$ cat src/rtl/match_controller.sv
// rtl/match_controller.sv - round and match flow sequencer for the 2-player fighter
//
// Purpose:
//   Owns the round/match state machine. Converts resolver hit pulses into HP
//   loss, runs the round clock, decides KO / timeout / round and match winner,
//   and gates the hit resolver and player logic. Every state change happens on
//   a clk edge with SCEN=1. round_reset is the one exception: it clears on the
//   next clk edge whether or not SCEN is high.
//
// Ports:
//   clk, reset_n          clock, asynchronous active-low reset
//   SCEN                  one-cycle frame tick
//   start_btn             start request (edge-detected upstream)
//   p1/p2_hit_event       resolver hit pulses; p1/p2_hit_heavy selects damage
//   resolver_en           high only in FIGHT
//   players_freeze        high in every state except FIGHT
//   round_reset           one-clock pulse that sends players back to spawn
//   p1_hp, p2_hp          current HP
//   p1_rounds, p2_rounds  round wins (saturate at 3)
//   round_time            seconds remaining in the round
//   state_code            0 TITLE, 1 COUNTDOWN, 2 FIGHT, 3 ROUND_END, 4 MATCH_OVER
//   winner                0 none, 1 P1, 2 P2, 3 draw
module match_controller #(
  parameter int HP_MAX           = 100,
  parameter int DMG_LIGHT        = 8,
  parameter int DMG_HEAVY        = 15,
  parameter int ROUNDS_TO_WIN    = 2,
  parameter int FRAMES_PER_SEC   = 60,
  parameter int ROUND_SECONDS    = 60,
  parameter int COUNTDOWN_FRAMES = 180,
  parameter int KO_HOLD_FRAMES   = 120
) (
  input  logic       clk,
  input  logic       reset_n,
  input  logic       SCEN,
  input  logic       start_btn,
  input  logic       p1_hit_event,
  input  logic       p1_hit_heavy,
  input  logic       p2_hit_event,
  input  logic       p2_hit_heavy,
  output logic       resolver_en,
  output logic       players_freeze,
  output logic       round_reset,
  output logic [6:0] p1_hp,
  output logic [6:0] p2_hp,
  output logic [1:0] p1_rounds,
  output logic [1:0] p2_rounds,
  output logic [6:0] round_time,
  output logic [2:0] state_code,
  output logic [1:0] winner
);

  if (HP_MAX >= 128) begin : g_bad_hp
    $error("HP_MAX must be below 128");
  end
  if (ROUNDS_TO_WIN < 1 || ROUNDS_TO_WIN > 3) begin : g_bad_rounds
    $error("ROUNDS_TO_WIN must be 1..3");
  end

  typedef enum logic [2:0] {
    S_TITLE      = 3'd0,
    S_COUNTDOWN  = 3'd1,
    S_FIGHT      = 3'd2,
    S_ROUND_END  = 3'd3,
    S_MATCH_OVER = 3'd4
  } state_e;

  // One frame counter is shared by the countdown and the KO hold, so it is
  // sized for the longer of the two.
  localparam int CNT_MAX = (COUNTDOWN_FRAMES > KO_HOLD_FRAMES) ? COUNTDOWN_FRAMES : KO_HOLD_FRAMES;
  localparam int CNT_W   = $clog2(CNT_MAX + 1);
  localparam int SUB_W   = $clog2(FRAMES_PER_SEC + 1);

  localparam logic [CNT_W-1:0] CD_LAST  = CNT_W'(COUNTDOWN_FRAMES - 1);
  localparam logic [CNT_W-1:0] KO_LAST  = CNT_W'(KO_HOLD_FRAMES - 1);
  localparam logic [SUB_W-1:0] SUB_LAST = SUB_W'(FRAMES_PER_SEC - 1);
  localparam logic [6:0]       HP_FULL  = 7'(HP_MAX);
  localparam logic [6:0]       DMG_L    = 7'(DMG_LIGHT);
  localparam logic [6:0]       DMG_H    = 7'(DMG_HEAVY);
  localparam logic [6:0]       T_FULL   = 7'(ROUND_SECONDS);
  localparam logic [1:0]       R_WIN    = 2'(ROUNDS_TO_WIN);

  state_e           state_q, state_d;
  logic [CNT_W-1:0] cnt_q, cnt_d;
  logic [SUB_W-1:0] sub_q, sub_d;
  logic [6:0]       hp1_q, hp1_d, hp2_q, hp2_d, time_q, time_d;
  logic [1:0]       r1_q, r1_d, r2_q, r2_d, win_q, win_d;
  logic             rr_q, rr_d;

  logic [6:0] p1_dmg, p2_dmg, hp1_new, hp2_new, time_new;
  logic [1:0] win_new;

  // Damage larger than the remaining HP leaves the player at 0.
  function automatic logic [6:0] sat_sub(input logic [6:0] a, input logic [6:0] b);
    return (a > b) ? (a - b) : 7'd0;
  endfunction

  always_ff @(posedge clk or negedge reset_n) begin
    if (!reset_n) begin
      state_q <= S_TITLE;
      cnt_q   <= '0;
      sub_q   <= '0;
      hp1_q   <= HP_FULL;
      hp2_q   <= HP_FULL;
      time_q  <= T_FULL;
      r1_q    <= 2'd0;
      r2_q    <= 2'd0;
      win_q   <= 2'd0;
      rr_q    <= 1'b0;
    end else begin
      state_q <= state_d;
      cnt_q   <= cnt_d;
      sub_q   <= sub_d;
      hp1_q   <= hp1_d;
      hp2_q   <= hp2_d;
      time_q  <= time_d;
      r1_q    <= r1_d;
      r2_q    <= r2_d;
      win_q   <= win_d;
      rr_q    <= rr_d;
    end
  end

  always_comb begin
    state_d  = state_q;
    cnt_d    = cnt_q;
    sub_d    = sub_q;
    hp1_d    = hp1_q;
    hp2_d    = hp2_q;
    time_d   = time_q;
    r1_d     = r1_q;
    r2_d     = r2_q;
    win_d    = win_q;
    rr_d     = 1'b0;   // pulse drops on the next edge regardless of SCEN
    p1_dmg   = p1_hit_heavy ? DMG_H : DMG_L;
    p2_dmg   = p2_hit_heavy ? DMG_H : DMG_L;
    hp1_new  = hp1_q;
    hp2_new  = hp2_q;
    time_new = time_q;
    win_new  = 2'd0;

    if (SCEN) begin
      case (state_q)
        S_TITLE: begin
          if (start_btn) begin
            state_d = S_COUNTDOWN;
            cnt_d   = '0;
            hp1_d   = HP_FULL;
            hp2_d   = HP_FULL;
            time_d  = T_FULL;
            r1_d    = 2'd0;
            r2_d    = 2'd0;
            win_d   = 2'd0;
            rr_d    = 1'b1;
          end
        end

        S_COUNTDOWN: begin
          if (cnt_q == CD_LAST) begin
            state_d = S_FIGHT;
            cnt_d   = '0;
            sub_d   = '0;
          end else begin
            cnt_d = cnt_q + 1'b1;
          end
        end

        S_FIGHT: begin
          hp1_new = p1_hit_event ? sat_sub(hp1_q, p1_dmg) : hp1_q;
          hp2_new = p2_hit_event ? sat_sub(hp2_q, p2_dmg) : hp2_q;
          if (sub_q == SUB_LAST) begin
            sub_d    = '0;
            time_new = (time_q != 7'd0) ? (time_q - 7'd1) : 7'd0;
          end else begin
            sub_d    = sub_q + 1'b1;
          end
          hp1_d  = hp1_new;
          hp2_d  = hp2_new;
          time_d = time_new;

          // Exit decision uses this frame's HP and timer; KO outranks timeout.
          if (hp1_new == 7'd0 && hp2_new == 7'd0)  win_new = 2'd3;
          else if (hp1_new == 7'd0)                win_new = 2'd2;
          else if (hp2_new == 7'd0)                win_new = 2'd1;
          else if (time_new == 7'd0) begin
            if (hp1_new > hp2_new)                 win_new = 2'd1;
            else if (hp2_new > hp1_new)            win_new = 2'd2;
            else                                   win_new = 2'd3;
          end

          if (win_new != 2'd0) begin
            state_d = S_ROUND_END;
            cnt_d   = '0;
            win_d   = win_new;
            if (win_new == 2'd1 && r1_q != 2'd3) r1_d = r1_q + 2'd1;
            if (win_new == 2'd2 && r2_q != 2'd3) r2_d = r2_q + 2'd1;
          end
        end

        S_ROUND_END: begin
          if (cnt_q == KO_LAST) begin
            cnt_d = '0;
            if (r1_q == R_WIN || r2_q == R_WIN) begin
              state_d = S_MATCH_OVER;
            end else begin
              state_d = S_COUNTDOWN;
              hp1_d   = HP_FULL;
              hp2_d   = HP_FULL;
              time_d  = T_FULL;
              win_d   = 2'd0;
              rr_d    = 1'b1;
            end
          end else begin
            cnt_d = cnt_q + 1'b1;
          end
        end

        S_MATCH_OVER: begin
          // Returning to TITLE applies the title-entry reset at once; a fresh
          // press is still required to start the next match.
          if (start_btn) begin
            state_d = S_TITLE;
            cnt_d   = '0;
            hp1_d   = HP_FULL;
            hp2_d   = HP_FULL;
            time_d  = T_FULL;
            r1_d    = 2'd0;
            r2_d    = 2'd0;
            win_d   = 2'd0;
            rr_d    = 1'b1;
          end
        end

        default: state_d = S_TITLE;
      endcase
    end
  end

  always_comb begin
    resolver_en    = (state_q == S_FIGHT);
    players_freeze = (state_q != S_FIGHT);
    round_reset    = rr_q;
    p1_hp          = hp1_q;
    p2_hp          = hp2_q;
    p1_rounds      = r1_q;
    p2_rounds      = r2_q;
    round_time     = time_q;
    state_code     = state_q;
    winner         = win_q;
  end

endmodule

$ cat config.mk
export PLATFORM = sky130hd
export DESIGN_NAME = match_controller
export DESIGN_NICKNAME = d
export VERILOG_FILES = /design/src/rtl/match_controller.sv
export SDC_FILE = /design/constraint.sdc
export NUM_CORES = 1
export LEC_CHECK = 0
export ABC_AREA = 1
export BUFFER_PORTS_ARGS = -buffer_cell sky130_fd_sc_hd__buf_2
export CORE_MARGIN = 2
export CORE_UTILIZATION = 55
export CTS_BUF_LIST = sky130_fd_sc_hd__clkbuf_16
export DETAILED_ROUTE_END_ITERATION = 7
export GPL_TIMING_DRIVEN = 0
export PLACE_DENSITY = 0.76
export SLEW_MARGIN = 20
export SYNTH_ARGS = -nofsm -noshare
export SYNTH_HDL_FRONTEND = slang
export SYNTH_SLANG_ARGS = --single-unit
$ cat constraint.sdc
create_clock -name clk -period 4.32 [get_ports clk]
set_input_delay 0.432 -clock clk [delete_from_list [all_inputs] [get_ports clk]]
set_output_delay 0.432 -clock clk [all_outputs]
set_load 0.03 [all_outputs]
==> qor.yml <==
yosys:
  postSynthAreaPerCell_um2: 7.39
  synthArstFlopShare_pct: 100
  yosys.area.top_type: "dfrtp_1"
  yosysTopAreaCellShare_pct: 25.6
  yosysSeqAreaShare_pct: 33.3
  synth_commonest_cells: "93 x nand2_1, 70 x inv_1, 48 x nor2_1, 35 x dfrtp_1, 31 x nand3_1"
  yosys-top-cells-area: "dfrtp_1 26%, nand2_1 10%, dfstp_2 7.7%"
  ys_ff_latch: 45
  ys_warn_count: 0
  syn_area_um2: 3420
  synth_nets: 491
  yosysMostFrequentCell: "nand2_1"
  synth.distinct_cells: 42
  synth_edf_count: 0
  synthCells: 463
  synthFlopType: "dfrtp_1"
sta:
  slew_headroom_pct: 61.5
  fin_skew_ps: 9.38
  worstMarginPinSlew_ps: 577
  setup_viol: 0
  hold_viol: 0
  finalMaxSlewViolations: 0
  setup-tns-final_ps: 0
  fmax_mhz: 293
  rsz0062_at_grt: "no"
  period_minus_slack_ps: 3410
  fin_crit_sh_pct: 79.0
drt:
  first_iter_violations: 129
  m1WireLength_mm: 3.75
  drc: 0
  drt_pass1_iterations: 4
  wl_met2_mm: 3.51
  wl_per_cell_um: 13.0
  wl_mm: 7.61
  viasPerCell: 5.41
  wl_met3_um: 295
  postRouteAntennaNets: 0
  routed.top_layer: "met4"
  num_vias: 3169
die:
  start_util_pct: 57.5
  rows: 28
  io_pins: 41
  die_w_um: 82.9
  die-area_um2: 6870
  coreArea_um2: 5960
  die_y_um: 82.9
global_routing:
  antenna_found_initial: 0
  grt_pass1_vias: 3008
  grt_usage_pct: 22.8
  grt_pass1_wl_mm: 13.3
  grt_overflow: 0
  grt_max_degree: 46
setup_path:
  cp_max_fo: 10
  cp-start-kind: "flop"
  critical_path_class: "reg -> reg"
  cp.required_ps: 4480
  worst-endpoint-arrival_ps: 3580
  end_kind: "flop"
clock_network:
  clock-root-buffer: "clkbuf_16"
  numCtsBuffers: 5
  cts.htree.levels: 2
  cts_tree: "done"
  cts-resized-gates: 0
  clk_pin_slew_ps: 70
  clk_path_buf_depth: 2
  cts.sinks: 45
  clk_latency_ps: 290
  post_cts_buffers: 0
  holdBufCountCts: 0
power_and_ir_drop:
  pwr-share-clk_pct: 15.7
  internal-power_mw: 1.21
  p_comb_share_pct: 55.9
  finalPower_mw: 2.41
  power_frac_seq_pct: 28.4
  power_density_nw_per_um2: 623
  vdd_drop_max_mv: 0.366
  power.switching_mw: 1.20
  leakagePower_nw: 1.95
  netSwitchingFraction_pct: 49.8
layout:
  area_delta_synth_final_pct: 12.9
  antenna_cells: 0
  nNetsFinal: 538
  drive_above_1_share_pct: 21.3
run:
  maxCapViolCount: 0
place:
  post-dp-hpwl_mm: 5.85
  io_buffers: 40
  finalWeightedCongestion: 0.876
hold_path:
  hold_class: "in -> async"
outcome:
  run_status: "complete, no violations"
-- sequential cells by signal, indices dropped and copies added, names as in the netlist --
name         flops
cnt_q            8
p1_hp            7
p1_rounds        2
p2_hp            7
p2_rounds        2
round_reset      1
round_time       7
state_code       3
sub_q            6
winner           2
-- metrics by stage --
stage	area [um2]	utilization [%]	cells	hold slack [ps]	setup WS (ps)
CTS	3860	64.9	586	369	929
detailed placement	3720	62.4	578	478	782
global route	3870	64.9	586	194	625
finish	3870	64.9	586	147	909
global placement	3720	62.4	578	486	859
floorplan	3420	-	463	136	1080
-- layout make-up --
cell class,instances,area [um2]
inverter,78,295
multi-input combinational,336,1970
clock inverter,3,21.3
tap,75,93.8
clock buffer,5,125
timing repair buffer,40,203
buffer,4,22.5
sequential,45,1140
fill,576,2090
-- cell families (layout without fill, tap and decap cells) --
| family | count (synthesis) | after routing | synth area share (%) |
|---|---|---|---|
| xor+xnor | 14 | 14 | 3.58 |
| fa+ha+maj | 20 | 20 | 7.75 |
| mux | 1 | 1 | 0.292 |
| buf+inv | 82 | 130 | 9.28 |
| compound gates | 72 | 72 | 12.6 |
| flops | 45 | 45 | 33.3 |
| simple gates | 229 | 229 | 33.2 |
-- worst paths after layout --
check / startpoint / to / slack (ps) / cells past startpoint
min: reset_n / p2_hp[4] / 150 / 1
max reg2reg: p1_hp[0] / cnt_q[4] / 910 / 23
max: p1_hp[0] / cnt_q[4] / 910 / 23
min in group clk: winner[1] / winner[1] / 500 / 2
min reg2reg: winner[1] / winner[1] / 500 / 2
max in group asynchronous: reset_n / round_reset / 3790 / 1
-- placed cells by master, fill, tap and decap left out, types with 2 or more instances in the layout --
| cell type | instances |
|---|---|
| nor2_1 | 48 |
| dfstp_2 | 10 |
| nor2_2 | 3 |
| a22oi_1 | 7 |
| buf_2 | 39 |
| inv_2 | 7 |
| o211ai_1 | 2 |
| nor2_4 | 4 |
| o21ai_2 | 5 |
| o22ai_1 | 12 |
| inv_1 | 70 |
| clkbuf_16 | 5 |
| fa_1 | 2 |
| nor3_1 | 8 |
| nand2_1 | 93 |
| a21oi_1 | 14 |
| nand2_2 | 10 |
| o21ai_0 | 21 |
| nor4_1 | 3 |
| nand2_4 | 2 |
| nand3_1 | 31 |
| nand4_1 | 8 |
| clkbuf_1 | 3 |
| o21ai_1 | 6 |
| ha_1 | 18 |
| nor3_2 | 2 |
| nand3_2 | 11 |
| xor2_1 | 13 |
| dfrtp_1 | 35 |
-- power by group through the flow --
| stage | sequential (mW) | clock, mW | combinational [mW] |
|---|---|---|---|
| after floorplan | 0.843 | 0 | 0.863 |
| after global placement | 0.686 | 0 | 1.30 |
| after detailed placement | 0.689 | 0 | 1.34 |
| after CTS | 0.682 | 0.387 | 1.34 |
| after global routing | 0.705 | 0.406 | 1.51 |
| final | 0.684 | 0.379 | 1.35 |
-- routing by layer --
| layer | global-route usage, % | vias up |
|---|---|---|
| met4 | 4.17 | 0 |
| met5 | 0 | - |
| met3 | 3.48 | 7 |
| li1 | - | 1620 |
| met1 | 32.4 | 1488 |
| met2 | 37.5 | 54 |
-- critical path, stage by stage, from the launching register on --
cell and delay, ps:
dfrtp_1 370, inv_1 70, ha_1 210, fa_1 420, nor2_1 120, nor2_1 50
nor2_1 90, nor2_1 70, nand3_1 100, xor2_1 150, nand2_1 110, ha_1 320
inv_1 60, a21oi_1 160, nand4_1 140, nand2_2 100, nand2_1 60, nand2_2 100
nor2_4 50, nor2_4 180, nand2_4 90, buf_6 170, nand2_1 60, nand2_1 60
Power figures use the tool's default switching activity.
